--- src/rtl/cardinal_pkg.sv ---
`default_nettype none
// +------------------------------------------------------------------+
// | cardinal_pkg                                                      |
// | Shared constants for the ring CMP: NIC register map, widths, VC.  |
// | Revision: 1.0                                                     |
// +------------------------------------------------------------------+
package cardinal_pkg;

    localparam int DATA_W = 64;

    localparam logic [1:0] NIC_IN_DATA  = 2'b00;
    localparam logic [1:0] NIC_IN_STAT  = 2'b01;
    localparam logic [1:0] NIC_OUT_DATA = 2'b10;
    localparam logic [1:0] NIC_OUT_STAT = 2'b11;

    // Packet bit 0 (the MSB in big-endian numbering) carries the virtual channel.
    localparam int VC_BIT = 0;

endpackage
`default_nettype wire

--- src/rtl/nic_buf.sv ---
`default_nettype none
// +------------------------------------------------------------------+
// | nic_buf                                                           |
// | One-entry packet buffer with write/read pulses and a full flag.   |
// | Revision: 1.0                                                     |
// +------------------------------------------------------------------+
module nic_buf
    import cardinal_pkg::*;
#(
    parameter int DATA_W_P = DATA_W
) (
    input  logic              CLK,
    input  logic              RESET,
    input  logic              wr,
    input  logic [0:DATA_W_P-1] wr_data,
    input  logic              rd,
    output logic              full,
    output logic [0:DATA_W_P-1] data
);

    logic                full_q, full_d;
    logic [0:DATA_W_P-1] data_q, data_d;

    // A write is only honoured into an empty slot; a read empties a full slot.
    always_comb begin
        full_d = full_q;
        data_d = data_q;
        if (wr && !full_q) begin
            full_d = 1'b1;
            data_d = wr_data;
        end else if (rd && full_q) begin
            full_d = 1'b0;
        end
    end

    always_ff @(posedge CLK) begin
        if (RESET) begin
            full_q <= 1'b0;
            data_q <= '0;
        end else begin
            full_q <= full_d;
            data_q <= data_d;
        end
    end

    assign full = full_q;
    assign data = data_q;

endmodule
`default_nettype wire

--- src/rtl/ring_nic.sv ---
`default_nettype none
// +------------------------------------------------------------------+
// | ring_nic                                                          |
// | Processor-to-ring NIC: 4-word register window, one-entry in/out   |
// | buffers. Optional NIC_DROP_CNT_EN enables the dropped-write count.|
// | Revision: 1.0                                                     |
// +------------------------------------------------------------------+
module ring_nic
    import cardinal_pkg::*;
#(
    parameter int DATA_W_P = DATA_W,
    parameter int ADDR_W   = 2
) (
    input  logic                CLK,
    input  logic                RESET,
    input  logic [ADDR_W-1:0]   addr,
    input  logic [0:DATA_W_P-1] d_in,
    output logic [0:DATA_W_P-1] d_out,
    input  logic                nicEn,
    input  logic                nicWrEn,
    input  logic                net_si,
    output logic                net_ri,
    input  logic [0:DATA_W_P-1] net_di,
    output logic                net_so,
    input  logic                net_ro,
    output logic [0:DATA_W_P-1] net_do,
    input  logic                net_polarity,
    output logic [7:0]          drop_cnt
);

    logic                cpu_rd, cpu_wr;
    logic                in_wr, in_rd, in_full;
    logic                out_wr, out_full;
    logic [0:DATA_W_P-1] in_data, out_data;

    assign cpu_rd = nicEn && !nicWrEn;
    assign cpu_wr = nicEn && nicWrEn;

    assign net_ri = !in_full;
    assign in_wr  = net_si && !in_full;
    assign in_rd  = cpu_rd && (addr == NIC_IN_DATA) && in_full;

    // Write is judged on pre-edge out_full, so a write racing a send is dropped.
    assign out_wr = cpu_wr && (addr == NIC_OUT_DATA) && !out_full;
    assign net_so = out_full && net_ro && (out_data[VC_BIT] == net_polarity);
    assign net_do = out_data;

    nic_buf #(.DATA_W_P(DATA_W_P)) u_in_buf (
        .CLK     (CLK),
        .RESET   (RESET),
        .wr      (in_wr),
        .wr_data (net_di),
        .rd      (in_rd),
        .full    (in_full),
        .data    (in_data)
    );

    nic_buf #(.DATA_W_P(DATA_W_P)) u_out_buf (
        .CLK     (CLK),
        .RESET   (RESET),
        .wr      (out_wr),
        .wr_data (d_in),
        .rd      (net_so),
        .full    (out_full),
        .data    (out_data)
    );

    always_comb begin
        d_out = '0;
        if (cpu_rd) begin
            case (addr)
                NIC_IN_DATA:  d_out = in_data;
                NIC_IN_STAT:  d_out[DATA_W_P-1] = in_full;
                NIC_OUT_DATA: d_out = out_data;
                default:      d_out[DATA_W_P-1] = out_full;
            endcase
        end
    end

`ifdef NIC_DROP_CNT_EN
    logic       out_drop;
    logic [7:0] drop_cnt_q, drop_cnt_d;

    assign out_drop = cpu_wr && (addr == NIC_OUT_DATA) && out_full;

    always_comb begin
        drop_cnt_d = drop_cnt_q;
        if (out_drop && (drop_cnt_q != 8'hFF)) begin
            drop_cnt_d = drop_cnt_q + 8'd1;
        end
    end

    always_ff @(posedge CLK) begin
        if (RESET) begin
            drop_cnt_q <= 8'h00;
        end else begin
            drop_cnt_q <= drop_cnt_d;
        end
    end

    assign drop_cnt = drop_cnt_q;
`else
    assign drop_cnt = 8'h00;
`endif

endmodule
`default_nettype wire

--- config.mk ---
export PLATFORM = sky130hd
export DESIGN_NAME = ring_nic
export DESIGN_NICKNAME = d
export VERILOG_FILES = /design/src/rtl/cardinal_pkg.sv /design/src/rtl/nic_buf.sv /design/src/rtl/ring_nic.sv
export SDC_FILE = /design/constraint.sdc
export NUM_CORES = 1
export LEC_CHECK = 0
export ABC_CLOCK_PERIOD_IN_PS = 1300
export CELL_PAD_IN_SITES_DETAIL_PLACEMENT = 0
export CELL_PAD_IN_SITES_GLOBAL_PLACEMENT = 2
export CORE_MARGIN = 2
export CORE_UTILIZATION = 21
export DETAILED_ROUTE_END_ITERATION = 8
export PLACE_DENSITY = 0.86
export SYNTH_ARGS = -nofsm -noshare
export SYNTH_HDL_FRONTEND = slang
export SYNTH_SLANG_ARGS = --single-unit
--- constraint.sdc ---
create_clock -name CLK -period 1.3 [get_ports CLK]
set_input_delay 0.26 -clock CLK [delete_from_list [all_inputs] [get_ports CLK]]
set_output_delay 0.26 -clock CLK [all_outputs]
set_load 0.005 [all_outputs]
==> results of run 1 <==
-- cells by family (layout without fill, tap and decap cells) --
family          after synthesis  count (layout)  synth area share
compound gates              130             130            0.1514
xor+xnor                      1               1          0.001478
buf+inv                      63             419           0.06546
flops                       130             130            0.4392
mux                          65              65            0.1125
other cells                   1               9         0.0006328
simple gates                267             267            0.2293
-- where the power goes --
part | switching, mW | total [mW] | internal, mW
Combinational | 0.580 | 1.46 | 0.883
Clock | 1.94 | 5.01 | 3.07
Sequential | 0.0989 | 4.25 | 4.15
-- timing repair --
item | 4_1_cts | 5_1_grt
setup endpoints to repair | 195 | 186
resized for setup | 538 | 52
buffers inserted | 46 | 16
hold buffers | 0 | 0
gates cloned | 15 | 2
pin swaps | 49 | 9
-- layout make-up --
type,instances,area share
diodes,1,0.0002371
multi-input cells,471,0.2859
inverters,1,0.0005928
flip-flops and latches,130,0.2549
clock inverters,12,0.01494
repair buffers,387,0.3567
clock buffers,19,0.04197
well taps,378,0.04482
-- metal layers --
metal,wire [µm],vias up,track usage
met5,0,-,0
met4,248,0,0.03873
met3,1921,13,0.05264
met2,11080,200,0.2595
met1,11090,2733,0.2067
li1,-,2903,-
-- cells in the mapped netlist (2+ instances only) --
| master | n |
|---|---|
| buf_2 | 23 |
| buf_4 | 9 |
| a22o_1 | 63 |
| nor2b_1 | 2 |
| dfxtp_1 | 130 |
| buf_1 | 8 |
| a21oi_1 | 64 |
| mux2i_1 | 64 |
| buf_12 | 5 |
| nand2_1 | 129 |
| clkbuf_1 | 16 |
| nand2b_1 | 131 |
-- state kept, by name, indices dropped and copies added, names as in the netlist --
name and cells:
u_in_buf.data 64, u_in_buf.full 1, u_out_buf.full 1, u_out_buf.data 64
-- per-stage QoR --
stage	cell area [µm²]	util	worst slack, ps	power, mW
CTS	10460	0.3764	-476.8	10.92
detailed placement	9245	0.3328	-1093	5.638
global route	10550	0.3798	-502.3	11.20
floorplan	5971	-	-18.83	4.853
finish	10550	0.3798	-439.2	10.72
global placement	9245	0.3328	-1056	5.623
-- layout by cell type, fill, tap and decap left out, types with 3 or more instances in the layout --
| master | Yosys | layout |
|---|---|---|
| buf_12 | 5 | 22 |
| clkbuf_2 | 0 | 9 |
| a22o_1 | 63 | 63 |
| clkbuf_16 | 0 | 19 |
| clkdlybuf4s50_1 | 0 | 130 |
| dfxtp_4 | 0 | 3 |
| buf_16 | 0 | 11 |
| buf_6 | 1 | 29 |
| buf_2 | 23 | 82 |
| conb_1 | 1 | 8 |
| dlygate4sd2_1 | 0 | 11 |
| buf_8 | 0 | 5 |
| clkdlybuf4s15_2 | 0 | 4 |
| clkdlybuf4s15_1 | 0 | 22 |
| buf_4 | 9 | 60 |
| bufinv_16 | 0 | 3 |
| mux2i_1 | 64 | 62 |
| dfxtp_1 | 130 | 66 |
| a21oi_1 | 64 | 64 |
| nand2_1 | 129 | 129 |
| dfxtp_2 | 0 | 61 |
| clkinvlp_4 | 0 | 3 |
| nand2b_1 | 131 | 128 |
-- worst paths after layout --
path | startpoint | endpoint | slack, ps | cells after the start
hold reg to reg | u_in_buf.data[47] | u_in_buf.data[47] | 450 | 2
hold / removal | RESET | u_in_buf.data[10] | 180 | 2
setup reg to reg | u_out_buf.full | u_out_buf.data[26] | -30 | 6
setup / recovery | nicEn | d_out[11] | -440 | 10
==> flow_summary_export.csv, run 1 <==
group,metric,value,unit
setup_path,worst_path_max_delay_cell,"a22o_1",
die,fp.dieH,172.0,µm
timing,period_share,1.338,
routing,wl_per_cell,17.39,µm
timing,setup_viol,73,
clock_network,cts_tree,"yes",
power,p_leak,4.382,nW
layout,fill_cells,2891,
clock_network,insertion_delay,410,ps
die,ios,275,
timing,final_hold_viol_count,0,
routing,wl,24.33,mm
clock_network,cts-root-buf,"clkbuf_16",
die,core-area,27780,µm²
clock_network,h-tree-depth,4,
placement,hpwlAfterDp,14.44,mm
power,power_density,1016,nW/µm²
die,initial_utilization,0.2133,
worst_hold_path,hold_class,"input pin to flop",
timing,fin_ws,-439.2,ps
layout,multi_input_area,3017,µm²
global_route,grt_pass1_wl,34.95,mm
yosys,ys_warn_count,0,
setup_path,critPathCaptureType,"primary output",
global_route,globalRouteOverflowTotal,0,
power,max-vdd-ir-drop,0.5761,mV
global_route,antenna_found_initial,1,
timing,drv_slew,0,
run,drv_cap,0,
die,core.rowCount,61,
setup_path,crit_top_cell,"buf_6",
timing,period_needed,1739,ps
yosys,async_flop_share,0,
routing,drtIter0Drc,230,
timing,rsz0062_at_grt,"yes",
clock_network,clk_pin_slew_worst_paths,60,ps
yosys,synth_seq_cells,130,
routing,via_per_inst,4.181,
layout,fin_nets,1145,
clock_network,clk_path_buf_depth,2,
setup_path,cp_slowest_stage_delay,230,ps
yosys,ys_types,25,
yosys,synth_area_leaders,"dfxtp_1, nand2b_1, mux2i_1, a22o_1, nand2_1",
global_route,grt_usage,0.1605,
placement,placed_cells_incl_taps,1298,
timing,skew,7.008,ps
setup_path,path_buf_inv,7,
clock_network,cts.sinks,130,
setup_path,path_class,"input pin to primary output",
routing,drt-pass1-iter-count,4,
setup_path,crit_fanout,5,
timing,setup_tns,-23130,ps
yosys,netlist_area,5926,µm²
layout,seqCellArea,2690,µm²
yosys,synth_flop_cell,"dfxtp_1",
die,die_w,172.0,µm
die,fp.dieArea,29580,µm²
placement,portBuffers,266,
timing,hold_ws,184.0,ps
routing,via_count,5849,
global_route,grt_max_degree,66,
yosys,syn_area_per_cell,9.019,µm²
layout,drive_gt1_frac,0.3245,
placement,routabilityCongestion,0.7390,
setup_path,cp-start-kind,"input pin",
yosys,synth_edf_count,0,
setup_path,crit_arrival,1480,ps
setup_path,crit_chain,"buf_4, nand2b_4, nor3_4, buf_6, buf_6, buf_8, buf_12, buf_16, a22o_1, buf_2",
clock_network,cts_buffers,17,
routing,ant_nets,0,
outcome,status,"finished, violations left",
yosys,synth_top_area_frac,0.4392,
yosys,synth_cells,657,
outcome,violations,"setup timing",
global_route,grt_pass1_vias,5820,
yosys,yosysTopAreaCell,"dfxtp_1",
timing,max_freq,575.0,MHz
setup_path,crit_required,1040,ps
layout,instances_no_fill,1399,
setup_path,cpLargestDelayFamily,"buffers and inverters",
routing,drc,0,
yosys,synth_seq_area_share,0.4392,
layout,area.growth.synth_to_final,78.08,%
(Power assumes the default switching activity.)
==> inputs of run 2 (changes only) <==
--- a/config.mk
+++ b/config.mk
@@ -12,6 +12,7 @@
 export CORE_UTILIZATION = 21
 export DETAILED_ROUTE_END_ITERATION = 8
 export PLACE_DENSITY = 0.86
+export SKIP_CTS_REPAIR_TIMING = 1
 export SYNTH_ARGS = -nofsm -noshare
 export SYNTH_HDL_FRONTEND = slang
 export SYNTH_SLANG_ARGS = --single-unit
==> run 2 against run 1 <==
Net effect: the run still ends with setup timing left; non-clock buffer count decreased by 4; highest routed layer unchanged; first-iteration DRC count rose by 7.0%; total power increased by 0.26%.
==> flow_summary_export.csv, run 2 (same netlist as run 1, synthesis figures left out) <==
group,metric,value,unit
global_route,antenna_found_initial,1,
placement,portBuffers,266,
run,drv_cap,0,
setup_path,path_buf_inv,7,
clock_network,h-tree-depth,4,
placement,place_ws,-1093,ps
timing,period_share,1.422,
worst_hold_path,min_to,"u_in_buf.data[10]",
die,fp.dieH,172.0,µm
setup_path,worst_path_max_delay_cell,"nor3_4",
placement,routabilityCongestion,0.7390,
timing,skew,7.049,ps
setup_path,r2r-start,"u_out_buf.full",
routing,via_per_inst,4.181,
timing,rsz0062_at_grt,"yes",
timing,setup_viol,70,
placement,place_area,9245,µm²
layout,area.growth.synth_to_final,80.72,%
outcome,status,"finished, violations left",
global_route,grt_pass1_vias,5441,
routing,wl_per_cell,17.60,µm
setup_path,critPathCaptureType,"primary output",
setup_path,r2r_cells,5,
power,max-vdd-ir-drop,0.5842,mV
layout,layout_common_cells,"clkdlybuf4s50_1, nand2_1, nand2b_1",
timing,max_freq,540.9,MHz
clock_network,clk_path_buf_depth,2,
worst_hold_path,hold-path-cell-count,2,
clock_network,cts-root-buf,"clkbuf_16",
global_route,grt_max_degree,66,
setup_path,cpLargestDelayFamily,"buffers and inverters",
clock_network,cts_buffers,17,
global_route,globalRouteOverflowTotal,0,
layout,final_common_cell,"clkdlybuf4s50_1",
placement,placed_cells_incl_taps,1298,
layout,post-route-util,0.3855,
clock_network,insertion_delay,420,ps
power,p_leak,5.077,nW
die,fp.dieArea,29580,µm²
routing,ant_nets,0,
setup_path,crit_top_cell,"buf_6",
timing,period_needed,1849,ps
die,initial_utilization,0.2133,
timing,fin_ws,-548.9,ps
layout,instances_no_fill,1395,
die,core-area,27780,µm²
setup_path,crit_chain,"buf_6, nand2b_4, nor3_4, buf_6, buf_12, clkbuf_16, buf_8, buf_6, a22o_1, buf_2",
die,ios,275,
worst_hold_path,hold_class,"input pin to flop",
clock_network,cts.sinks,130,
outcome,violations,"setup timing",
die,die_w,172.0,µm
setup_path,r2r_setup_slack,-30,ps
layout,fin_nets,1141,
global_route,grt_pass1_wl,30.65,mm
layout,drive_gt1_frac,0.2933,
clock_network,clk_pin_slew_worst_paths,60,ps
setup_path,path_class,"input pin to primary output",
routing,drc,0,
power,power_density,1004,nW/µm²
timing,drv_slew,0,
setup_path,crit_fanout,5,
routing,drt-pass1-iter-count,4,
layout,finalInstanceArea,10710,µm²
setup_path,cp_slowest_stage_delay,250,ps
setup_path,r2r-end,"u_out_buf.data[53]",
setup_path,cp-start-kind,"input pin",
routing,drtIter0Drc,246,
global_route,grt_usage,0.1366,
setup_path,crit_required,1040,ps
routing,via_count,5832,
worst_hold_path,hold_start,"RESET",
timing,final_hold_viol_count,0,
routing,wl,24.56,mm
clock_network,cts_tree,"yes",
placement,hpwlAfterDp,14.44,mm
setup_path,crit_arrival,1590,ps
die,core.rowCount,61,
[run 2: cell type report]
cell class / instances / area [µm²]
fill: 2885 / 17070
tap: 378 / 473.0
antenna: 1 / 2.502
multi-input combinational: 471 / 3009
sequential: 130 / 2673
inverter: 1 / 6.256
timing repair buffer: 383 / 3945
clock inverter: 12 / 157.7
clock buffer: 19 / 442.9
[run 2: through the flow]
stage	setup TNS (ps)	total power, mW	hold WS (ps)
finish	-26330	10.75	192.0
global route	-33390	11.20	187.2
floorplan	-920.6	4.853	396.0
detailed placement	-129100	5.638	442.8
global placement	-122090	5.623	440.1
CTS	-107110	10.76	174.9
[run 2: how the worst max path moves through the flow]
stage	cells past startpoint	startpoint	to
floorplan	4	nicWrEn	d_out[20]
CTS	6	nicEn	d_out[34]
global route	10	nicWrEn	d_out[37]
detailed placement	6	nicEn	d_out[34]
global placement	6	addr[0]	d_out[54]
finish	10	nicWrEn	d_out[37]
[run 2: power by group]
| part | internal [mW] | total, mW | switching (mW) |
|---|---|---|---|
| Sequential | 4.15 | 4.25 | 0.101 |
| Combinational | 0.891 | 1.47 | 0.578 |
| Clock | 3.07 | 5.03 | 1.96 |
[run 2: per-layer routing]
layer,vias to the layer above,GRT usage,routed length (µm)
met1,2727,0.1686,11450
met5,-,0,0
met4,0,0.03909,199
met2,200,0.2218,11060
met3,11,0.05196,1846
li1,2894,-,-
[run 2: worst register-to-register path, stage by stage (launching register included)]
cell and delay [ps]:
dfxtp_2 320, buf_6 120, nor3_4 230, buf_12 200, buf_12 160, mux2i_2 230
